### src/rtl/mips_core_pkg.sv
// -----------------------------------------------------------------------------
// mips_core_pkg
// Purpose : Shared types and sizing constants for the out-of-order core.
//           The issue queue imports the instruction payload type and its
//           default sizes from here.
// Contents: INSTR_QUEUE_SIZE, DEFAULT_PREG_W, Instr_Queue_Entry_t,
//           is_younger() age-compare helper.
// -----------------------------------------------------------------------------
package mips_core_pkg;

    localparam int INSTR_QUEUE_SIZE = 8;
    localparam int DEFAULT_PREG_W   = 6;

    // Payload carried through the issue queue. instr_count is the program-order
    // sequence number: a larger value is a younger instruction.
    typedef struct packed {
        logic [31:0]               instr_count;
        logic [DEFAULT_PREG_W-1:0] rs_phys;
        logic [DEFAULT_PREG_W-1:0] rt_phys;
        logic [DEFAULT_PREG_W-1:0] rw_phys;
        logic                      uses_rs;
        logic                      uses_rt;
    } Instr_Queue_Entry_t;

    // True when an instruction lies strictly after the squash boundary.
    function automatic logic is_younger(input logic [31:0] count,
                                        input logic [31:0] boundary);
        return (count > boundary);
    endfunction

endpackage

### src/rtl/issue_queue_if.sv
// -----------------------------------------------------------------------------
// issue_queue_if
// Purpose : Groups the enqueue (rename -> queue) and issue (queue -> execute)
//           handshakes of the issue queue.
// Signals : enq_valid/enq_ready/enq_entry  enqueue side
//           iss_valid/iss_ready/iss_entry  issue side
// Modports: slave  - the issue queue itself
//           master - the environment (rename stage + execute stage)
// -----------------------------------------------------------------------------
interface issue_queue_if;
    import mips_core_pkg::*;

    logic               enq_valid;
    logic               enq_ready;
    Instr_Queue_Entry_t enq_entry;
    logic               iss_valid;
    logic               iss_ready;
    Instr_Queue_Entry_t iss_entry;

    modport slave (
        input  enq_valid, enq_entry, iss_ready,
        output enq_ready, iss_valid, iss_entry
    );

    modport master (
        output enq_valid, enq_entry, iss_ready,
        input  enq_ready, iss_valid, iss_entry
    );

endinterface

### src/rtl/iq_oldest_select.sv
// -----------------------------------------------------------------------------
// iq_oldest_select
// Purpose : Picks the eligible slot with the smallest instr_count.
// Ports   : eligible [DEPTH]      per-slot ready-to-issue flags
//           counts   [DEPTH][32]  per-slot instr_count
//           grant    [DEPTH]      one-hot winner (all zero when none)
//           found                 at least one slot was eligible
// Counts are unique in flight, so strict '<' never meets a tie.
// -----------------------------------------------------------------------------
module iq_oldest_select #(
    parameter int DEPTH = 8
) (
    input  logic [DEPTH-1:0]       eligible,
    input  logic [DEPTH-1:0][31:0] counts,
    output logic [DEPTH-1:0]       grant,
    output logic                   found
);

    localparam int IDX_W = $clog2(DEPTH);

    logic             found_s;
    logic             take_s;
    logic [31:0]      best_cnt_s;
    logic [IDX_W-1:0] best_idx_s;

    // Linear scan keeping the oldest eligible slot seen so far.
    always_comb begin
        found_s    = 1'b0;
        take_s     = 1'b0;
        best_cnt_s = 32'd0;
        best_idx_s = '0;
        for (int i = 0; i < DEPTH; i++) begin
            take_s     = eligible[i] & (~found_s | (counts[i] < best_cnt_s));
            best_cnt_s = take_s ? counts[i] : best_cnt_s;
            best_idx_s = take_s ? IDX_W'(i) : best_idx_s;
            found_s    = found_s | take_s;
        end
    end

    // Expand the winning index into a one-hot grant.
    always_comb begin
        grant = '0;
        for (int i = 0; i < DEPTH; i++) begin
            grant[i] = found_s & (best_idx_s == IDX_W'(i));
        end
        found = found_s;
    end

endmodule

### src/rtl/issue_queue.sv
// -----------------------------------------------------------------------------
// issue_queue
// Purpose : Out-of-order instruction issue queue. Holds renamed instructions
//           until both source operands are ready, then issues the oldest
//           ready one through a registered output stage.
// Ports   : clk, rst_n                 clock, async active-low reset
//           q_if (slave)               enqueue and issue handshakes
//           busy_bits[NUM_PREGS]       1 = physical register value pending
//           wake_valid/wake_tag        result-tag broadcasts
//           flush, flush_count         squash everything younger than count
//           occupancy, empty           fill level (slots only) / fully idle
// -----------------------------------------------------------------------------
module issue_queue
    import mips_core_pkg::*;
#(
    parameter int DEPTH      = INSTR_QUEUE_SIZE,
    parameter int PREG_W     = DEFAULT_PREG_W,
    parameter int WAKE_PORTS = 2
) (
    input  logic                                clk,
    input  logic                                rst_n,
    issue_queue_if.slave                        q_if,
    input  logic [(2**PREG_W)-1:0]              busy_bits,
    input  logic [WAKE_PORTS-1:0]               wake_valid,
    input  logic [WAKE_PORTS-1:0][PREG_W-1:0]   wake_tag,
    input  logic                                flush,
    input  logic [31:0]                         flush_count,
    output logic [$clog2(DEPTH+1)-1:0]          occupancy,
    output logic                                empty
);

    localparam int OCC_W = $clog2(DEPTH+1);
    localparam int IDX_W = $clog2(DEPTH);

    // Slot storage
    logic [DEPTH-1:0]   slot_valid_q, slot_valid_d;
    logic [DEPTH-1:0]   rs_rdy_q,     rs_rdy_d;
    logic [DEPTH-1:0]   rt_rdy_q,     rt_rdy_d;
    Instr_Queue_Entry_t slot_entry_q [DEPTH];
    Instr_Queue_Entry_t slot_entry_d [DEPTH];

    // Output stage and fill level
    logic               iss_valid_q, iss_valid_d;
    Instr_Queue_Entry_t iss_entry_q, iss_entry_d;
    logic [OCC_W-1:0]   occupancy_q, occupancy_d;

    // Combinational helpers
    logic                   enq_ready_s;
    logic                   enq_fire_s;
    logic [IDX_W-1:0]       free_idx_s;
    logic                   free_found_s;
    logic                   free_take_s;
    logic [DEPTH-1:0]       eligible_s;
    logic [DEPTH-1:0][31:0] counts_s;
    logic [DEPTH-1:0]       grant_s;
    logic                   sel_found_s;
    logic                   can_load_s;
    Instr_Queue_Entry_t     sel_entry_s;

    // True when any asserted broadcast carries this tag.
    function automatic logic tag_woken(input logic [WAKE_PORTS-1:0]             wv,
                                       input logic [WAKE_PORTS-1:0][PREG_W-1:0] wt,
                                       input logic [DEFAULT_PREG_W-1:0]         tag);
        logic hit;
        hit = 1'b0;
        for (int p = 0; p < WAKE_PORTS; p++) begin
            hit = hit | (wv[p] & (wt[p] == tag));
        end
        return hit;
    endfunction

    // Readiness is judged on registered occupancy, so a slot freed by this
    // cycle's issue only becomes reusable next cycle.
    assign enq_ready_s    = (occupancy_q < OCC_W'(DEPTH)) & ~flush;
    assign enq_fire_s     = q_if.enq_valid & enq_ready_s;
    assign q_if.enq_ready = enq_ready_s;
    assign q_if.iss_valid = iss_valid_q;
    assign q_if.iss_entry = iss_entry_q;
    assign occupancy      = occupancy_q;
    assign empty          = (occupancy_q == OCC_W'(0)) & ~iss_valid_q;

    // Lowest-index free slot for the incoming instruction.
    always_comb begin
        free_idx_s   = '0;
        free_found_s = 1'b0;
        free_take_s  = 1'b0;
        for (int i = 0; i < DEPTH; i++) begin
            free_take_s  = ~slot_valid_q[i] & ~free_found_s;
            free_idx_s   = free_take_s ? IDX_W'(i) : free_idx_s;
            free_found_s = free_found_s | free_take_s;
        end
    end

    // Eligibility uses registered ready bits: a wakeup takes one edge to land.
    always_comb begin
        eligible_s = slot_valid_q & rs_rdy_q & rt_rdy_q;
        counts_s   = '0;
        for (int i = 0; i < DEPTH; i++) begin
            counts_s[i] = slot_entry_q[i].instr_count;
        end
    end

    iq_oldest_select #(
        .DEPTH (DEPTH)
    ) u_select (
        .eligible (eligible_s),
        .counts   (counts_s),
        .grant    (grant_s),
        .found    (sel_found_s)
    );

    // Mux the granted slot's payload toward the output register.
    always_comb begin
        sel_entry_s = '0;
        for (int i = 0; i < DEPTH; i++) begin
            sel_entry_s = grant_s[i] ? slot_entry_q[i] : sel_entry_s;
        end
    end

    // Output register may take a new entry when empty or being consumed; a
    // flush cycle never loads.
    assign can_load_s = ~flush & sel_found_s & (~iss_valid_q | q_if.iss_ready);

    // Next state of every slot: issue-free, squash, wakeup, enqueue write.
    always_comb begin
        slot_valid_d = slot_valid_q;
        rs_rdy_d     = rs_rdy_q;
        rt_rdy_d     = rt_rdy_q;
        for (int i = 0; i < DEPTH; i++) begin
            slot_entry_d[i] = slot_entry_q[i];
        end
        for (int i = 0; i < DEPTH; i++) begin
            slot_valid_d[i] = slot_valid_q[i]
                            & ~(grant_s[i] & can_load_s)
                            & ~(flush & is_younger(slot_entry_q[i].instr_count, flush_count));
            rs_rdy_d[i] = rs_rdy_q[i] | tag_woken(wake_valid, wake_tag, slot_entry_q[i].rs_phys);
            rt_rdy_d[i] = rt_rdy_q[i] | tag_woken(wake_valid, wake_tag, slot_entry_q[i].rt_phys);
            if (enq_fire_s && (free_idx_s == IDX_W'(i))) begin
                slot_valid_d[i] = 1'b1;
                slot_entry_d[i] = q_if.enq_entry;
                rs_rdy_d[i]     = ~q_if.enq_entry.uses_rs
                                | ~busy_bits[q_if.enq_entry.rs_phys]
                                | tag_woken(wake_valid, wake_tag, q_if.enq_entry.rs_phys);
                rt_rdy_d[i]     = ~q_if.enq_entry.uses_rt
                                | ~busy_bits[q_if.enq_entry.rt_phys]
                                | tag_woken(wake_valid, wake_tag, q_if.enq_entry.rt_phys);
            end else begin
                slot_entry_d[i] = slot_entry_q[i];
            end
        end
    end

    // Slot count after this edge; the output register is not included.
    always_comb begin
        occupancy_d = '0;
        for (int i = 0; i < DEPTH; i++) begin
            occupancy_d = occupancy_d + OCC_W'(slot_valid_d[i]);
        end
    end

    // Output stage: load, drain, or hold under stall; a squash can kill it.
    always_comb begin
        iss_valid_d = iss_valid_q;
        iss_entry_d = iss_entry_q;
        if (can_load_s) begin
            iss_valid_d = 1'b1;
            iss_entry_d = sel_entry_s;
        end else if (q_if.iss_ready) begin
            iss_valid_d = 1'b0;
        end else begin
            iss_valid_d = iss_valid_q;
        end
        if (flush && is_younger(iss_entry_q.instr_count, flush_count)) begin
            iss_valid_d = 1'b0;
        end else begin
            iss_valid_d = iss_valid_d;
        end
    end

    // Slot state registers.
    always_ff @(posedge clk or negedge rst_n) begin
        if (!rst_n) begin
            slot_valid_q <= '0;
            rs_rdy_q     <= '0;
            rt_rdy_q     <= '0;
            for (int i = 0; i < DEPTH; i++) begin
                slot_entry_q[i] <= '0;
            end
        end else begin
            slot_valid_q <= slot_valid_d;
            rs_rdy_q     <= rs_rdy_d;
            rt_rdy_q     <= rt_rdy_d;
            for (int i = 0; i < DEPTH; i++) begin
                slot_entry_q[i] <= slot_entry_d[i];
            end
        end
    end

    // Output stage and occupancy registers.
    always_ff @(posedge clk or negedge rst_n) begin
        if (!rst_n) begin
            iss_valid_q <= 1'b0;
            iss_entry_q <= '0;
            occupancy_q <= '0;
        end else begin
            iss_valid_q <= iss_valid_d;
            iss_entry_q <= iss_entry_d;
            occupancy_q <= occupancy_d;
        end
    end

endmodule

### src/flat_wrapper.sv
// flat-port wrapper written by rule: the top's interface ports become plain ports
module issue_queue_flat import mips_core_pkg::*;
#(
    parameter int DEPTH      = INSTR_QUEUE_SIZE,
    parameter int PREG_W     = DEFAULT_PREG_W,
    parameter int WAKE_PORTS = 2
)
  (clk, rst_n, busy_bits, wake_valid, wake_tag, flush, flush_count, occupancy, empty, q_if_enq_valid, q_if_enq_entry, q_if_iss_ready, q_if_enq_ready, q_if_iss_valid, q_if_iss_entry);
  issue_queue_if q_if_i ();
  input  logic clk;
  input  logic rst_n;
  input  logic [(2**PREG_W)-1:0] busy_bits;
  input  logic [WAKE_PORTS-1:0] wake_valid;
  input  logic [WAKE_PORTS-1:0][PREG_W-1:0] wake_tag;
  input  logic flush;
  input  logic [31:0] flush_count;
  output logic [$clog2(DEPTH+1)-1:0] occupancy;
  output logic empty;
  input wire logic [$bits(q_if_i.enq_valid)-1:0] q_if_enq_valid;
  input wire logic [$bits(q_if_i.enq_entry)-1:0] q_if_enq_entry;
  input wire logic [$bits(q_if_i.iss_ready)-1:0] q_if_iss_ready;
  output wire logic [$bits(q_if_i.enq_ready)-1:0] q_if_enq_ready;
  output wire logic [$bits(q_if_i.iss_valid)-1:0] q_if_iss_valid;
  output wire logic [$bits(q_if_i.iss_entry)-1:0] q_if_iss_entry;
  assign q_if_i.enq_valid = q_if_enq_valid;
  assign q_if_i.enq_entry = q_if_enq_entry;
  assign q_if_i.iss_ready = q_if_iss_ready;
  assign q_if_enq_ready = q_if_i.enq_ready;
  assign q_if_iss_valid = q_if_i.iss_valid;
  assign q_if_iss_entry = q_if_i.iss_entry;
  issue_queue #(.DEPTH(DEPTH), .PREG_W(PREG_W), .WAKE_PORTS(WAKE_PORTS)) u_core (.clk(clk), .rst_n(rst_n), .q_if(q_if_i), .busy_bits(busy_bits), .wake_valid(wake_valid), .wake_tag(wake_tag), .flush(flush), .flush_count(flush_count), .occupancy(occupancy), .empty(empty));
endmodule
### config.mk
export PLATFORM = sky130hd
export DESIGN_NAME = issue_queue_flat
export DESIGN_NICKNAME = d
export VERILOG_FILES = /design/src/rtl/mips_core_pkg.sv /design/src/rtl/issue_queue_if.sv /design/src/rtl/iq_oldest_select.sv /design/src/rtl/issue_queue.sv /design/src/flat_wrapper.sv
export SDC_FILE = /design/constraint.sdc
export NUM_CORES = 2
export LEC_CHECK = 0
export BUFFER_PORTS_ARGS = -buffer_cell sky130_fd_sc_hd__buf_2
export CAP_MARGIN = 20
export CORE_ASPECT_RATIO = 1.2
export CORE_MARGIN = 1.5
export CORE_UTILIZATION = 30
export CTS_BUF_LIST = sky130_fd_sc_hd__clkbuf_16
export CTS_CLUSTER_DIAMETER = 80
export DETAILED_ROUTE_END_ITERATION = 16
export PLACE_DENSITY_LB_ADDON = 0.12
export SLEW_MARGIN = 10
export SYNTH_ARGS = -nofsm -noshare
export SYNTH_HDL_FRONTEND = slang
export SYNTH_SLANG_ARGS = --single-unit
### constraint.sdc
create_clock -name clk -period 44.7 [get_ports clk]
set_input_delay 6.705 -clock clk [delete_from_list [all_inputs] [get_ports clk]]
set_output_delay 6.705 -clock clk [all_outputs]
set_load 0.005 [all_outputs]
==> metrics <==
sequential element share of the synthesized area 32.0%; First DRT Iteration DRCs 2,555; quantity of hold-fixing buffers added after cts 0; largest fanout on the critical path 67; power density over cell area 77.7 nW/um2; WS Path Type flop to flop; sort of element at the start of the critical path flop; number of buffers inserted during clock tree synthesis 60; clock period minus final worst setup slack 27.47 ns; Critical Path End Type flop; floorplan die height 397 um; gr ovfl total 0; fraction of layout instances using a drive strength above 1 17.8%; antenna violations before repair 13; basic-gate share of the synthesized area counting and, or, nand and nor cells 14.9%; CTS clk-pin slew, worst paths 0.07 ns; total placed instance area 41,900 um2; relative area change from synthesis to final layout 13.2%; Post-synth ARST share 100%; slowest cell on the critical path buf_4; Rows 144; largest net degree at the start of global routing 106; insertion delay of the later-clocked pin in the worst-skew pair 0.73 ns; result of the run finished clean; Routed Antenna Nets 0; PortBufs 225; Setup Fix Bufs, Post-CTS 0; arrival time of the worst setup path 28.04 ns; Routed wire per std cell 28.7 um; average via count per standard cell 5.59; Finish-stage setup viols 0; dominant cell type by area after synthesis dfrtp_1; Slowest Stage Delay on Critical Path 0.80 ns; cell type with the highest occurrence count on the critical path a21o_1; final wirelength 173,000 um; # IOs 226; leak pwr 21.1 nW; Crit path required time 45.27 ns; Final Wtd Congestion 0.959; PostCTS Resize Cnt 0; first-pass GRT wire length 248,000 um; overall die area 132,000 um2; GRT Util Overall 25.8%; main combinational cell family by area after synthesis adder cells; Initial Util 30.2%; final hold viol count 0; cell count after synthesis 4,181; CTS H-Tree Depth 2; mapped cell area 38,800 um2; DRT Pass-1 Iters 6; share of synthesized cell area in full adder, half adder and majority cells 16.6%; max-slew violation count 0; distinct cell type count of the synthesized netlist 73; sequential cell area in the final layout 12,400 um2; unrepaired setup endpoints after global routing false; share of the synthesized netlist area taken by xor and xnor gates 4.89%; CTS sink count 497; fraction of the mapped netlist area in compound gates 16.2%; Achievable Freq 36.4 MHz; library cell used as clock root buffer clkbuf_16; worst clock skew 0.0725 ns; Main synth FF type dfrtp_1; FILL cells 13.3k; measured slew at the worst slew-check pin 1.22 ns; number of synthesis warnings 0; Finished Cell Area 44,000 um2; vias in the first global route 33.8k; class of the worst hold path flop to flop; number of synthesized flops with an enable pin 0; mux cell area share after synthesis 12.2%; number of nets in the synthesized netlist 4,860; final worst-path cycle share 61.5%; total negative slack for setup checks 0 ns; Core Box Area 128,000 um2; vias after detailed routing 33.8k; top cell type's share of synthesized area 32.0%; leading cell types by total area after synthesis dfrtp_1 (32%), ha_1 (16%), mux2_2 (8.8%); detailed placer's ending HPWL 126,000 um; layout net count 4,991; Slew HR 17.7%; Peak supply drop 0.0605 mV; x dimension of the die 331 um; TritonCTS clock tree done; Bufs on Longest Clock Path 3; MaxCap Viol Count 0; average cell area after synthesis 9.29 um2; count of unresolved DRC violations after routing 0; Multi-input gate area 25,400 um2; count of state elements after synthesis 497
==> area by class of cell <==
| class | instances | area share [%] |
|---|---|---|
| multi-input combinational | 3365 | 57.7 |
| clock buffer | 60 | 3.42 |
| sequential | 497 | 28.3 |
| tap | 1679 | 4.78 |
| antenna | 3 | 0.0171 |
| timing repair buffer | 292 | 3.82 |
| inverter | 96 | 0.820 |
| clock inverter | 52 | 1.17 |
==> per-layer routing <==
metal	routed length, um	global-route usage [%]	up-vias
met5	51	0	-
li1	-	-	15568
met4	8130	11.5	8
met2	81500	43.3	1001
met3	7880	2.90	248
met1	75800	33.5	16951
==> cell families after synthesis <==
group / after synthesis
AND/OR/NAND/NOR: 1228
AO/OA/AOI/OAI: 1026
adder cells (fa/ha/maj): 512
flip-flops: 497
multiplexers: 382
buffers and inverters: 319
XOR/XNOR: 217
==> critical path: cells and delay by family (launching register included) <==
kind | cells | cell delay (ns)
and+or+nand+nor | 20 | 5.51
AOI/OAI and AO/OA | 49 | 13.23
muxes | 1 | 0.35
adders and majority gates | 12 | 4.29
buffers and inverters | 9 | 3.04
xor gates and xnor gates | 1 | 0.16
DFF | 1 | 0.47
==> power by group <==
group          switching, mW  total (mW)  leakage (nW)  internal (mW)
Combinational           1.34        2.11          13.6          0.775
Sequential             0.217       0.794          6.47          0.577
Clock                  0.225       0.512          1.02          0.287
==> sequential cells by signal (all words and copies together), names as in the netlist <==
register               flops
u_core.q_if.iss_entry     52
u_core.rs_rdy_q            8
u_core.occupancy           4
u_core.counts_s          256
u_core.slot_entry_q      160
u_core.rt_rdy_q            8
u_core.q_if.iss_valid      1
u_core.slot_valid_q        8
==> cell usage after synthesis (all sizes together), types with 7 or more instances <==
cell	count
nand2	567
ha	508
dfrtp	497
a21oi	355
o21ai	311
mux2	304
nor2	169
clkbuf	161
nand4	142
a21o	110
xor2	109
xnor2	108
inv	96
nor2b	71
buf	62
nand2b	57
and3	54
nor4	54
o21a	54
nand3	48
mux4	42
a221o	37
mux2i	36
a211oi	25
nor3	24
o211ai	19
a31oi	14
o221ai	14
a221oi	12
o311ai	12
and2	9
a22oi	7
o31a	7
or2	7
or3	7
==> cell usage in the layout (no fill, tap or decap), types with 65 or more instances in the layout <==
cell type,netlist,final
nor2b_1,71,71
ha_1,508,508
xnor2_1,108,108
buf_2,27,224
nand2_1,567,565
nor2_1,167,162
nand4_1,142,142
o21ai_0,269,269
dfrtp_1,497,497
xor2_1,109,109
buf_4,7,65
inv_1,96,106
a21oi_1,354,352
mux2_2,304,304
a21o_1,110,108
==> final timing paths <==
| check | startpoint | end | slack [ns] | cells after the start |
|---|---|---|---|---|
| max reg2reg | u_core.slot_valid_q[0]$_DFF_PN0_ | u_core.occupancy[2]$_DFF_PN0_ | 17.23 | 92 |
| min in group asynchronous | rst_n | u_core.slot_entry_q[3]$_DFFE_PN0P_ | 6.02 | 1 |
| min reg2reg | u_core.slot_entry_q[57]$_DFFE_PN0P_ | u_core.slot_entry_q[57]$_DFFE_PN0P_ | 0.47 | 2 |
| max | u_core.slot_valid_q[0]$_DFF_PN0_ | u_core.occupancy[2]$_DFF_PN0_ | 17.23 | 92 |
| min | u_core.slot_entry_q[57]$_DFFE_PN0P_ | u_core.slot_entry_q[57]$_DFFE_PN0P_ | 0.47 | 2 |
| max in group asynchronous | rst_n | u_core.counts_s[216]$_DFFE_PN0P_ | 35.71 | 4 |
==> metrics by stage <==
stage                     utilization, %  instances  hold WS, ns  setup WS, ns  total power [mW]
after global routing                34.2       6041        0.491         16.14              3.65
final                               34.2       6044        0.472         17.23              3.42
after detailed placement            32.6       5927        0.457         17.36              2.89
after floorplan                        -       4181        0.440         24.07              2.02
after CTS                           34.2       6039        0.473         17.19              3.42
after global placement              32.6       5926        0.452         17.73              2.89
(Power assumes the default switching activity.)
